### src/rtl/bcd_countdown_timer_pkg.sv
// ============================================================================
// Module : microwave_timer_pkg
// Brief  : Shared state type, digit limits and per-digit maximum helper for
//          the BCD countdown timer.
// Rev    : 1.0  initial release
// ============================================================================
`default_nettype none

package microwave_timer_pkg;

  typedef enum logic [1:0] {
    IDLE   = 2'd0,
    RUN    = 2'd1,
    PAUSED = 2'd2,
    DONE   = 2'd3
  } timer_state_t;

  localparam logic [3:0] BCD_MAX      = 4'd9;
  localparam logic [3:0] SEC_TENS_MAX = 4'd5;

  // Digit 1 is the seconds-tens digit in mm:ss mode
  function automatic logic [3:0] digit_max(input int index, input logic mmss);
    return (mmss && (index == 1)) ? SEC_TENS_MAX : BCD_MAX;
  endfunction

endpackage

`default_nettype wire

### src/rtl/bcd_countdown_timer_digit.sv
// ============================================================================
// Module : bcd_digit_down
// Brief  : One BCD down-counting digit with saturating load and borrow wrap.
// Rev    : 1.0  initial release
// ============================================================================
`default_nettype none

module bcd_digit_down #(
  parameter logic [3:0] MAX = 4'd9
) (
  input  logic       clk,
  input  logic       clear,
  input  logic       ld,
  input  logic [3:0] d,
  input  logic       dec,
  input  logic       borrow_in,
  output logic [3:0] q,
  output logic       borrow_out,
  output logic       is_zero
);

  logic [3:0] r_q;
  logic [3:0] w_d_sat;

  assign w_d_sat = (d > MAX) ? MAX : d;

  always_ff @(posedge clk or negedge clear) begin
    if (!clear) begin
      r_q <= 4'd0;
    end else if (ld) begin
      r_q <= w_d_sat;
    end else if (dec && borrow_in) begin
      r_q <= (r_q == 4'd0) ? MAX : (r_q - 4'd1);
    end
  end

  assign q          = r_q;
  assign is_zero    = (r_q == 4'd0);
  assign borrow_out = borrow_in && is_zero;

endmodule

`default_nettype wire

### src/rtl/bcd_countdown_timer.sv
// ============================================================================
// Module : bcd_countdown_timer
// Brief  : Multi-digit BCD countdown timer with IDLE/RUN/PAUSED/DONE control.
//          Define QUICK_ADD_EN to add the add30 quick-add input.
// Rev    : 1.0  initial release
// ============================================================================
`default_nettype none

module bcd_countdown_timer
  import microwave_timer_pkg::*;
#(
  parameter int NUM_DIGITS = 4,
  parameter int MMSS       = 1
) (
  input  logic                    clk,
  input  logic                    clear,
  input  logic                    tick,
  input  logic                    load,
  input  logic [4*NUM_DIGITS-1:0] data,
  input  logic                    start,
  input  logic                    pause,
`ifdef QUICK_ADD_EN
  input  logic                    add30,
`endif
  output logic [4*NUM_DIGITS-1:0] count,
  output logic                    running,
  output logic                    done,
  output logic                    zero
);

  localparam int W = 4 * NUM_DIGITS;

  timer_state_t          r_state;
  logic                  r_running;
  logic                  r_done;
  logic [NUM_DIGITS-1:0] w_is_zero;
  logic [NUM_DIGITS:0]   w_borrow;
  logic [W-1:0]          w_count;
  logic [W-1:0]          w_ld_data;
  logic                  w_ld;
  logic                  w_add;
  logic                  w_dec;
  logic                  w_zero;
  logic                  w_is_one;

`ifdef QUICK_ADD_EN
  logic [W-1:0] w_add_sum;
  logic [4:0]   w_sum;
  logic [4:0]   w_lim;
  logic         w_carry;

  // +30 lands on digit 1; carry ripples upward and saturates at all-max
  always_comb begin
    w_add_sum = w_count;
    w_sum     = 5'd0;
    w_lim     = 5'd0;
    w_carry   = 1'b0;
    for (int i = 1; i < NUM_DIGITS; i++) begin
      w_lim = {1'b0, digit_max(i, MMSS != 0)};
      w_sum = {1'b0, w_count[4*i +: 4]} + ((i == 1) ? 5'd3 : 5'd0) + {4'd0, w_carry};
      if (w_sum > w_lim) begin
        w_sum   = w_sum - (w_lim + 5'd1);
        w_carry = 1'b1;
      end else begin
        w_carry = 1'b0;
      end
      w_add_sum[4*i +: 4] = w_sum[3:0];
    end
    if (w_carry) begin
      for (int i = 0; i < NUM_DIGITS; i++) begin
        w_add_sum[4*i +: 4] = digit_max(i, MMSS != 0);
      end
    end
  end

  assign w_add     = load && add30;
  assign w_ld      = !load || add30;
  assign w_ld_data = !load ? data : w_add_sum;
`else
  assign w_add     = 1'b0;
  assign w_ld      = !load;
  assign w_ld_data = data;
`endif

  assign w_borrow[0] = 1'b1;

  generate
    for (genvar i = 0; i < NUM_DIGITS; i++) begin : g_digit
      bcd_digit_down #(
        .MAX (digit_max(i, MMSS != 0))
      ) u_digit (
        .clk        (clk),
        .clear      (clear),
        .ld         (w_ld),
        .d          (w_ld_data[4*i +: 4]),
        .dec        (w_dec),
        .borrow_in  (w_borrow[i]),
        .q          (w_count[4*i +: 4]),
        .borrow_out (w_borrow[i+1]),
        .is_zero    (w_is_zero[i])
      );
    end
  endgenerate

  // Borrow out of the top digit is set exactly when every digit is zero
  assign w_zero   = w_borrow[NUM_DIGITS];
  assign w_is_one = !w_is_zero[0] && (w_count[3:1] == 3'd0) && (&w_is_zero[NUM_DIGITS-1:1]);
  assign w_dec    = load && (r_state == RUN) && tick && !pause && !start && !w_add && !w_zero;

  always_ff @(posedge clk or negedge clear) begin
    if (!clear) begin
      r_state   <= IDLE;
      r_running <= 1'b0;
      r_done    <= 1'b0;
    end else begin
      r_done <= 1'b0;
      if (!load) begin
        r_state   <= IDLE;
        r_running <= 1'b0;
      end else begin
        case (r_state)
          IDLE: begin
            if (start && !pause && !w_zero) begin
              r_state   <= RUN;
              r_running <= 1'b1;
            end
          end
          RUN: begin
            if (pause) begin
              r_state   <= PAUSED;
              r_running <= 1'b0;
            end else if (w_dec && w_is_one) begin
              r_state   <= DONE;
              r_running <= 1'b0;
              r_done    <= 1'b1;
            end
          end
          PAUSED: begin
            if (start && !pause) begin
              r_state   <= RUN;
              r_running <= 1'b1;
            end
          end
          DONE: begin
            if (w_add) begin
              r_state   <= RUN;
              r_running <= 1'b1;
            end
          end
          default: begin
            r_state   <= IDLE;
            r_running <= 1'b0;
          end
        endcase
      end
    end
  end

  assign count   = w_count;
  assign running = r_running;
  assign done    = r_done;
  assign zero    = w_zero;

endmodule

`default_nettype wire

### config.mk
export PLATFORM = sky130hd
export DESIGN_NAME = bcd_countdown_timer
export DESIGN_NICKNAME = d
export VERILOG_FILES = /design/src/rtl/bcd_countdown_timer_pkg.sv /design/src/rtl/bcd_countdown_timer_digit.sv /design/src/rtl/bcd_countdown_timer.sv
export SDC_FILE = /design/constraint.sdc
export NUM_CORES = 1
export LEC_CHECK = 0
export ABC_AREA = 1
export CAP_MARGIN = 40
export CORE_AREA = 2 2 68 50
export CTS_CLUSTER_SIZE = 10
export DETAILED_ROUTE_END_ITERATION = 12
export DIE_AREA = 0 0 70 52
export PLACE_DENSITY = 0.78
export SYNTH_ARGS = -nofsm -noshare
export SYNTH_HDL_FRONTEND = slang
export SYNTH_SLANG_ARGS = --single-unit
export TNS_END_PERCENT = 10
### constraint.sdc
create_clock -name clk -period 2.05 [get_ports clk]
set_input_delay 0.5125 -clock clk [delete_from_list [all_inputs] [get_ports clk]]
set_output_delay 0.5125 -clock clk [all_outputs]
set_load 0.01 [all_outputs]
# After elaboration in Yosys (flattened, before gate mapping)
# Index checks and enable logic that the tools add are counted.
# totals
register_bits	20
latch_bits	0
ramBits	0
rom_bits	0
out_inout_bits	19
wordCells	86
n_memories	0
# op_classes
addsub	4
multipliers	0
n_div	0
magnitude_cmp	4
eq_ne	11
shifts	0
n_mux	32
n_bitwise	0
n_reduce_logical	28
# op_table
op	count
$mux W4	16
$logic_and A1 B1 Y1	16
$logic_not A4 Y1	4
$sub A4 B1 Y4 const B	4
$gt A4 B4 Y1 const B	3
$mux W2	5
$mux W1	9
$ne A2 B1 Y1 const B	4
$ne A3 B3 Y1 const B	2
$pmux W2 S3	1
$eq A2 B2 Y1 const B	2
$gt A4 B3 Y1 const B	1
$logic_not A1 Y1	4
$ne A4 B3 Y1 const B	1
$reduce_and A4 Y1	1
$logic_not A3 Y1	1
$pmux W1 S3	1
$reduce_and A3 Y1	1
$eq A2 B1 Y1 const B	1
$logic_not A2 Y1	1
$ne A2 B2 Y1 const B	1

# Depth between registers and ports, before layout
# logic_depth
ltp_word	11
depth_mapped	9
depth_no_buf	9

# Cells and area by module
# From an unflattened synthesis, not the netlist that was laid out.
# hier_totals
hier_cells	210
area_unflattened_um2	1405.1
# by_module_without_submodules
module	instances	cells_per_inst	area_each_um2	seq_area_each_um2
bcd_digit_down (g_digit[0].u_digit ...)	3	43	286.5	100.1
bcd_countdown_timer	1	41	285.3	100.1
bcd_digit_down (g_digit[1].u_digit)	1	40	260.2	100.1

# Least setup slack after synthesis
# OpenSTA, ideal clock, no wires.
# synth_timing
path_kind	register to output
from	reg g_digit[3].u_digit.r_q[1]
to	out zero
arrival_time_ns	1.001
path_slack_ns	0.536
stages_incl_launch_ff	6
path_buffers	0
cell_sequence	dfrtp_1 > nor2_2 > nand2_1 > nor2_2 > nand2_2 > inv_1
# synth_via
elab_chain_cells	2
# synth_rtl
element	line_no	source
start, declared	bcd_countdown_timer_digit.sv:22	logic [3:0] r_q;
start signal, assigned	bcd_countdown_timer_digit.sv:31	r_q <= w_d_sat;
start signal, assigned	bcd_countdown_timer_digit.sv:33	r_q <= (r_q == 4'd0) ? MAX : (r_q - 4'd1);
$logic_not A4 Y1	bcd_countdown_timer_digit.sv:38	assign is_zero = (r_q == 4'd0);
$logic_and A1 B1 Y1	bcd_countdown_timer_digit.sv:39	assign borrow_out = borrow_in && is_zero;
end, declared	bcd_countdown_timer.sv:28	output logic zero
# No other way between the ends.

# Final worst setup path
# layout_timing
from	reg g_digit[2].u_digit.r_q[0]
to	out zero
# layout_via
elab_chain_cells	3
# layout_rtl
element	line_no
start, declared	bcd_countdown_timer_digit.sv:22
start signal, assigned	bcd_countdown_timer_digit.sv:31
start signal, assigned	bcd_countdown_timer_digit.sv:33
$logic_not A4 Y1	bcd_countdown_timer_digit.sv:38
$logic_and A1 B1 Y1 (2 in a row)	bcd_countdown_timer_digit.sv:39
# No other way between the ends.

==> impl_metrics.prom <==
# TYPE chip_impl_metric gauge
chip_impl_info{name="critical-path-top-delay-family",value="flip-flops"} 1
chip_impl_metric{name="maximum_number_of_pins_on_one_net_before_global_route_repair",unit=""} 22
chip_impl_metric{name="numCtsBuffers",unit=""} 3
chip_impl_metric{name="worst-slew-pin-transition",unit="ns"} 0.267
chip_impl_metric{name="numPortBuffers",unit=""} 40
chip_impl_metric{name="final.min_clock_period",unit="ns"} 1.92
chip_impl_info{name="cts_tree",value="yes"} 1
chip_impl_info{name="cp_cell_sequence",value="nor2_4 -> nand2_2 -> nor2_2 -> nand2_2 -> inv_1 -> clkdlybuf4s15_1"} 1
chip_impl_metric{name="die_y_extent",unit="um"} 52
chip_impl_metric{name="synthCells",unit=""} 181
chip_impl_metric{name="wire_per_inst",unit="um"} 11.3
chip_impl_metric{name="finalCoreUtilization",unit="%"} 63.0
chip_impl_metric{name="totalWireLength",unit="um"} 3070
chip_impl_metric{name="die_area",unit="mm2"} 0.00364
chip_impl_metric{name="maxCapViolations",unit=""} 0
chip_impl_metric{name="min_period_over_period",unit="%"} 93.6
chip_impl_info{name="dominant_cell_type_by_count_on_the_critical_path",value="sky130_fd_sc_hd__nand2_2"} 1
chip_impl_metric{name="critical_path.max_stage_delay",unit="ns"} 0.44
chip_impl_metric{name="start_util",unit="%"} 42.9
chip_impl_metric{name="drive_above_1_share",unit="%"} 17.4
chip_impl_metric{name="synthesis.area",unit="mm2"} 0.00129
chip_impl_metric{name="drc",unit=""} 0
chip_impl_metric{name="worst_ir_drop_vdd",unit="uV"} 695
chip_impl_metric{name="clock_path_buffers",unit=""} 2
chip_impl_info{name="slowest_stage",value="sky130_fd_sc_hd__dfrtp_2"} 1
chip_impl_metric{name="final_wtd_congestion",unit=""} 0.856
chip_impl_info{name="worstSetupEndpointType",value="output port"} 1
chip_impl_info{name="worstHoldPathType",value="flop to flop"} 1
chip_impl_metric{name="critPathArrivalTime",unit="ns"} 1.41
chip_impl_metric{name="fmaxAchievable",unit="MHz"} 521
chip_impl_metric{name="synth_sequential_area_ratio",unit="%"} 38.6
chip_impl_metric{name="via_per_inst",unit=""} 4.85
chip_impl_metric{name="global_route.overflow_total",unit=""} 0
chip_impl_metric{name="worst_path_fanout_max",unit=""} 4
chip_impl_info{name="rsz_0062_raised_after_global_routing",value="false"} 1
chip_impl_info{name="worst_setup_path_start_kind",value="flop"} 1
chip_impl_metric{name="report.final.setup_viol",unit=""} 0
chip_impl_metric{name="grt_antenna_before_repair",unit=""} 0
chip_impl_metric{name="drtPass1Iterations",unit=""} 5
chip_impl_metric{name="worst-endpoint-required",unit="ns"} 1.54
chip_impl_metric{name="io_pins",unit=""} 41
chip_impl_info{name="run_status",value="finished clean"} 1
chip_impl_info{name="root_buffer",value="sky130_fd_sc_hd__clkbuf_8"} 1
chip_impl_metric{name="grt_usage",unit="%"} 17.7
chip_impl_metric{name="clock_sink_count",unit=""} 20
chip_impl_metric{name="finalSetupTns",unit="ns"} 0
chip_impl_metric{name="final_hold_slack",unit="ns"} 0.481
chip_impl_metric{name="worst_clock_skew",unit="ns"} 0.00286
chip_impl_info{name="synth_commonest_cells",value="sky130_fd_sc_hd__nand2_1 (41), sky130_fd_sc_hd__inv_1 (26), sky130_fd_sc_hd__dfrtp_1 (20), sky130_fd_sc_hd__o21ai_0 (20), sky130_fd_sc_hd__nor2_1 (18)"} 1
chip_impl_metric{name="post_synth.cell_area_avg",unit="um2"} 7.15
chip_impl_metric{name="hold_viol_final",unit=""} 0
chip_impl_metric{name="final_max_slew_viol_count",unit=""} 0
chip_impl_metric{name="synth_enable_flop_cells",unit=""} 0
chip_impl_metric{name="worst_slew_margin_rel",unit="%"} 82.1
chip_impl_metric{name="vias",unit=""} 1323
chip_impl_metric{name="synth.top_cell.area_share",unit="%"} 38.6
chip_impl_metric{name="synth_warnings",unit=""} 0
chip_impl_metric{name="power_per_cell_area",unit="mW/mm2"} 796
chip_impl_info{name="prevailing_post_synth_register_cell",value="sky130_fd_sc_hd__dfrtp_1"} 1
chip_impl_info{name="synth.area.top_cells",value="sky130_fd_sc_hd__dfrtp_1 (39%), sky130_fd_sc_hd__nand2_1 (12%), sky130_fd_sc_hd__o21ai_0 (7.7%)"} 1
chip_impl_metric{name="dieWidth",unit="um"} 70
chip_impl_metric{name="vias_in_the_first_global_route",unit=""} 1149
chip_impl_metric{name="p_leak",unit="nW"} 0.897
chip_impl_metric{name="area_added_between_synthesis_and_finish",unit="%"} 46.9
chip_impl_metric{name="total_of_flip_flops_plus_latches_after_synthesis",unit=""} 20
chip_impl_metric{name="timing.critical_path.buf_inv",unit=""} 2
chip_impl_metric{name="num-nets-final",unit=""} 258
chip_impl_info{name="post-synth-top-count-cell",value="sky130_fd_sc_hd__nand2_1"} 1
chip_impl_info{name="worst-setup-path-type",value="flop to output port"} 1
chip_impl_metric{name="worstSkewPairLatency",unit="ns"} 0.26
chip_impl_info{name="synth_largest_area_cell",value="sky130_fd_sc_hd__dfrtp_1"} 1
chip_impl_metric{name="grt_pass1_wl",unit="um"} 5180
chip_impl_metric{name="synth_fp_nets",unit=""} 203
chip_impl_metric{name="async_reset_ff_share",unit="%"} 100
chip_impl_metric{name="htreeDepth",unit=""} 1
chip_impl_metric{name="num_antenna_cells",unit=""} 0
chip_impl_metric{name="drt_iter0_drc",unit=""} 40
chip_impl_metric{name="netlist-cell-type-count",unit=""} 28
chip_impl_metric{name="worst_setup_hold_path_clk_slew",unit="ns"} 0.07
chip_impl_metric{name="core",unit="mm2"} 0.00302
chip_impl_metric{name="dpl.hpwl",unit="um"} 2340
chip_impl_metric{name="num_rows",unit=""} 17
chip_impl_metric{name="antenna_left",unit=""} 0
-- flip-flops by register name, indices dropped and copies added, names as in the netlist --
name               flops
g_digit.u_digit.q     16
done                   1
r_state                2
running                1
-- final cells by class --
type | count | area, um2
Tap cell | 38 | 47.5
Fill cell | 266 | 1120
Timing Repair Buffer | 52 | 503
Multi-Input combinational cell | 132 | 693
Inverter | 27 | 101
Clock buffer | 4 | 55.1
Sequential cell | 20 | 502
-- placed cells by master, fill, tap and decap left out --
master,Yosys,layout
sky130_fd_sc_hd__a21oi_2,1,1
sky130_fd_sc_hd__clkbuf_8,0,4
sky130_fd_sc_hd__clkdlybuf4s15_1,0,1
sky130_fd_sc_hd__inv_1,26,26
sky130_fd_sc_hd__nand2_4,2,2
sky130_fd_sc_hd__nor3_1,2,2
sky130_fd_sc_hd__a21boi_0,2,2
sky130_fd_sc_hd__clkdlybuf4s50_1,0,39
sky130_fd_sc_hd__or2_2,2,2
sky130_fd_sc_hd__o21ai_0,20,20
sky130_fd_sc_hd__nor2_4,2,3
sky130_fd_sc_hd__nor2_2,6,6
sky130_fd_sc_hd__nand4_1,1,1
sky130_fd_sc_hd__buf_12,0,1
sky130_fd_sc_hd__a21oi_1,7,7
sky130_fd_sc_hd__o211ai_1,4,4
sky130_fd_sc_hd__a22oi_1,1,1
sky130_fd_sc_hd__o21ai_2,1,1
sky130_fd_sc_hd__a22o_1,1,1
sky130_fd_sc_hd__inv_2,1,1
sky130_fd_sc_hd__dfrtp_2,0,1
sky130_fd_sc_hd__nor2_1,18,17
sky130_fd_sc_hd__o21ai_1,4,4
sky130_fd_sc_hd__dfrtp_1,20,19
sky130_fd_sc_hd__nand3_2,2,2
sky130_fd_sc_hd__o22ai_1,2,2
sky130_fd_sc_hd__xor2_1,2,2
sky130_fd_sc_hd__nand3_1,6,6
sky130_fd_sc_hd__nand2_1,41,39
sky130_fd_sc_hd__a32oi_1,1,1
sky130_fd_sc_hd__nand2_2,4,6
sky130_fd_sc_hd__buf_4,1,11
-- worst reg2reg max path, delay by kind of cell (launching register included) --
kind | cells | cell delay, ns
AO/OA/AOI/OAI | 2 | 0.19
AND/OR/NAND/NOR | 6 | 0.65
flip-flops | 1 | 0.44
buffers and inverters | 1 | 0.15
-- path summary, 6_finish.rpt --
path	end	from	slack (ns)	cells past startpoint
worst max-delay path	zero	g_digit[2].u_digit.q[0]$_DFFE_PN0P_	0.13	6
worst min-delay path	running$_DFFE_PN0P_	running$_DFFE_PN0P_	0.48	2
worst max register to register	g_digit[0].u_digit.q[1]$_DFFE_PN0P_	g_digit[2].u_digit.q[0]$_DFFE_PN0P_	0.50	9
worst min register to register	running$_DFFE_PN0P_	running$_DFFE_PN0P_	0.48	2
max in group asynchronous	g_digit[2].u_digit.q[0]$_DFFE_PN0P_	clear	1.22	2
min in group asynchronous	g_digit[2].u_digit.q[1]$_DFFE_PN0P_	clear	0.60	2
-- cell families after synthesis --
group | share of synthesized area [%]
simple gates | 31.5
compound gates | 19.7
buf+inv | 8.79
flops | 38.6
xor+xnor | 1.35
-- per-stage QoR --
| stage | power, mW | area [um2] | worst slack [ns] | std cells |
|---|---|---|---|---|
| after global placement | 1.19 | 1800 | 0.0516 | 265 |
| final | 1.51 | 1900 | 0.131 | 273 |
| after CTS | 1.51 | 1870 | 0.0685 | 270 |
| after global routing | 1.63 | 1900 | 0.00576 | 273 |
| after floorplan | 0.918 | 1290 | 0.536 | 181 |
| after detailed placement | 1.19 | 1800 | 0.0165 | 265 |
-- timing repair --
| action | CTS | global route |
|---|---|---|
| resized for setup | 3 | 4 |
| hold buffers | 0 | 0 |
| setup endpoints to repair | 1 | 1 |
| pin swaps | 2 | 4 |
| setup buffers | 1 | 3 |
-- routing by layer --
| metal | track usage (%) | vias to the layer above | routed length [um] |
|---|---|---|---|
| met5 | 0 | - | 0 |
| met4 | 0.962 | 0 | 0 |
| met3 | 5.23 | 0 | 177 |
| met2 | 27.9 | 32 | 1320 |
| met1 | 25.3 | 597 | 1580 |
| li1 | - | 694 | - |
-- report_power, final --
part / internal, mW / switching (mW) / leakage [nW]
combinational: 0.323 / 0.327 / 0.618
clock: 0.171 / 0.128 / 0.0288
sequential: 0.479 / 0.0850 / 0.250
total: 0.973 / 0.540 / 0.897
Note: power is estimated with default switching activity, not from simulation.
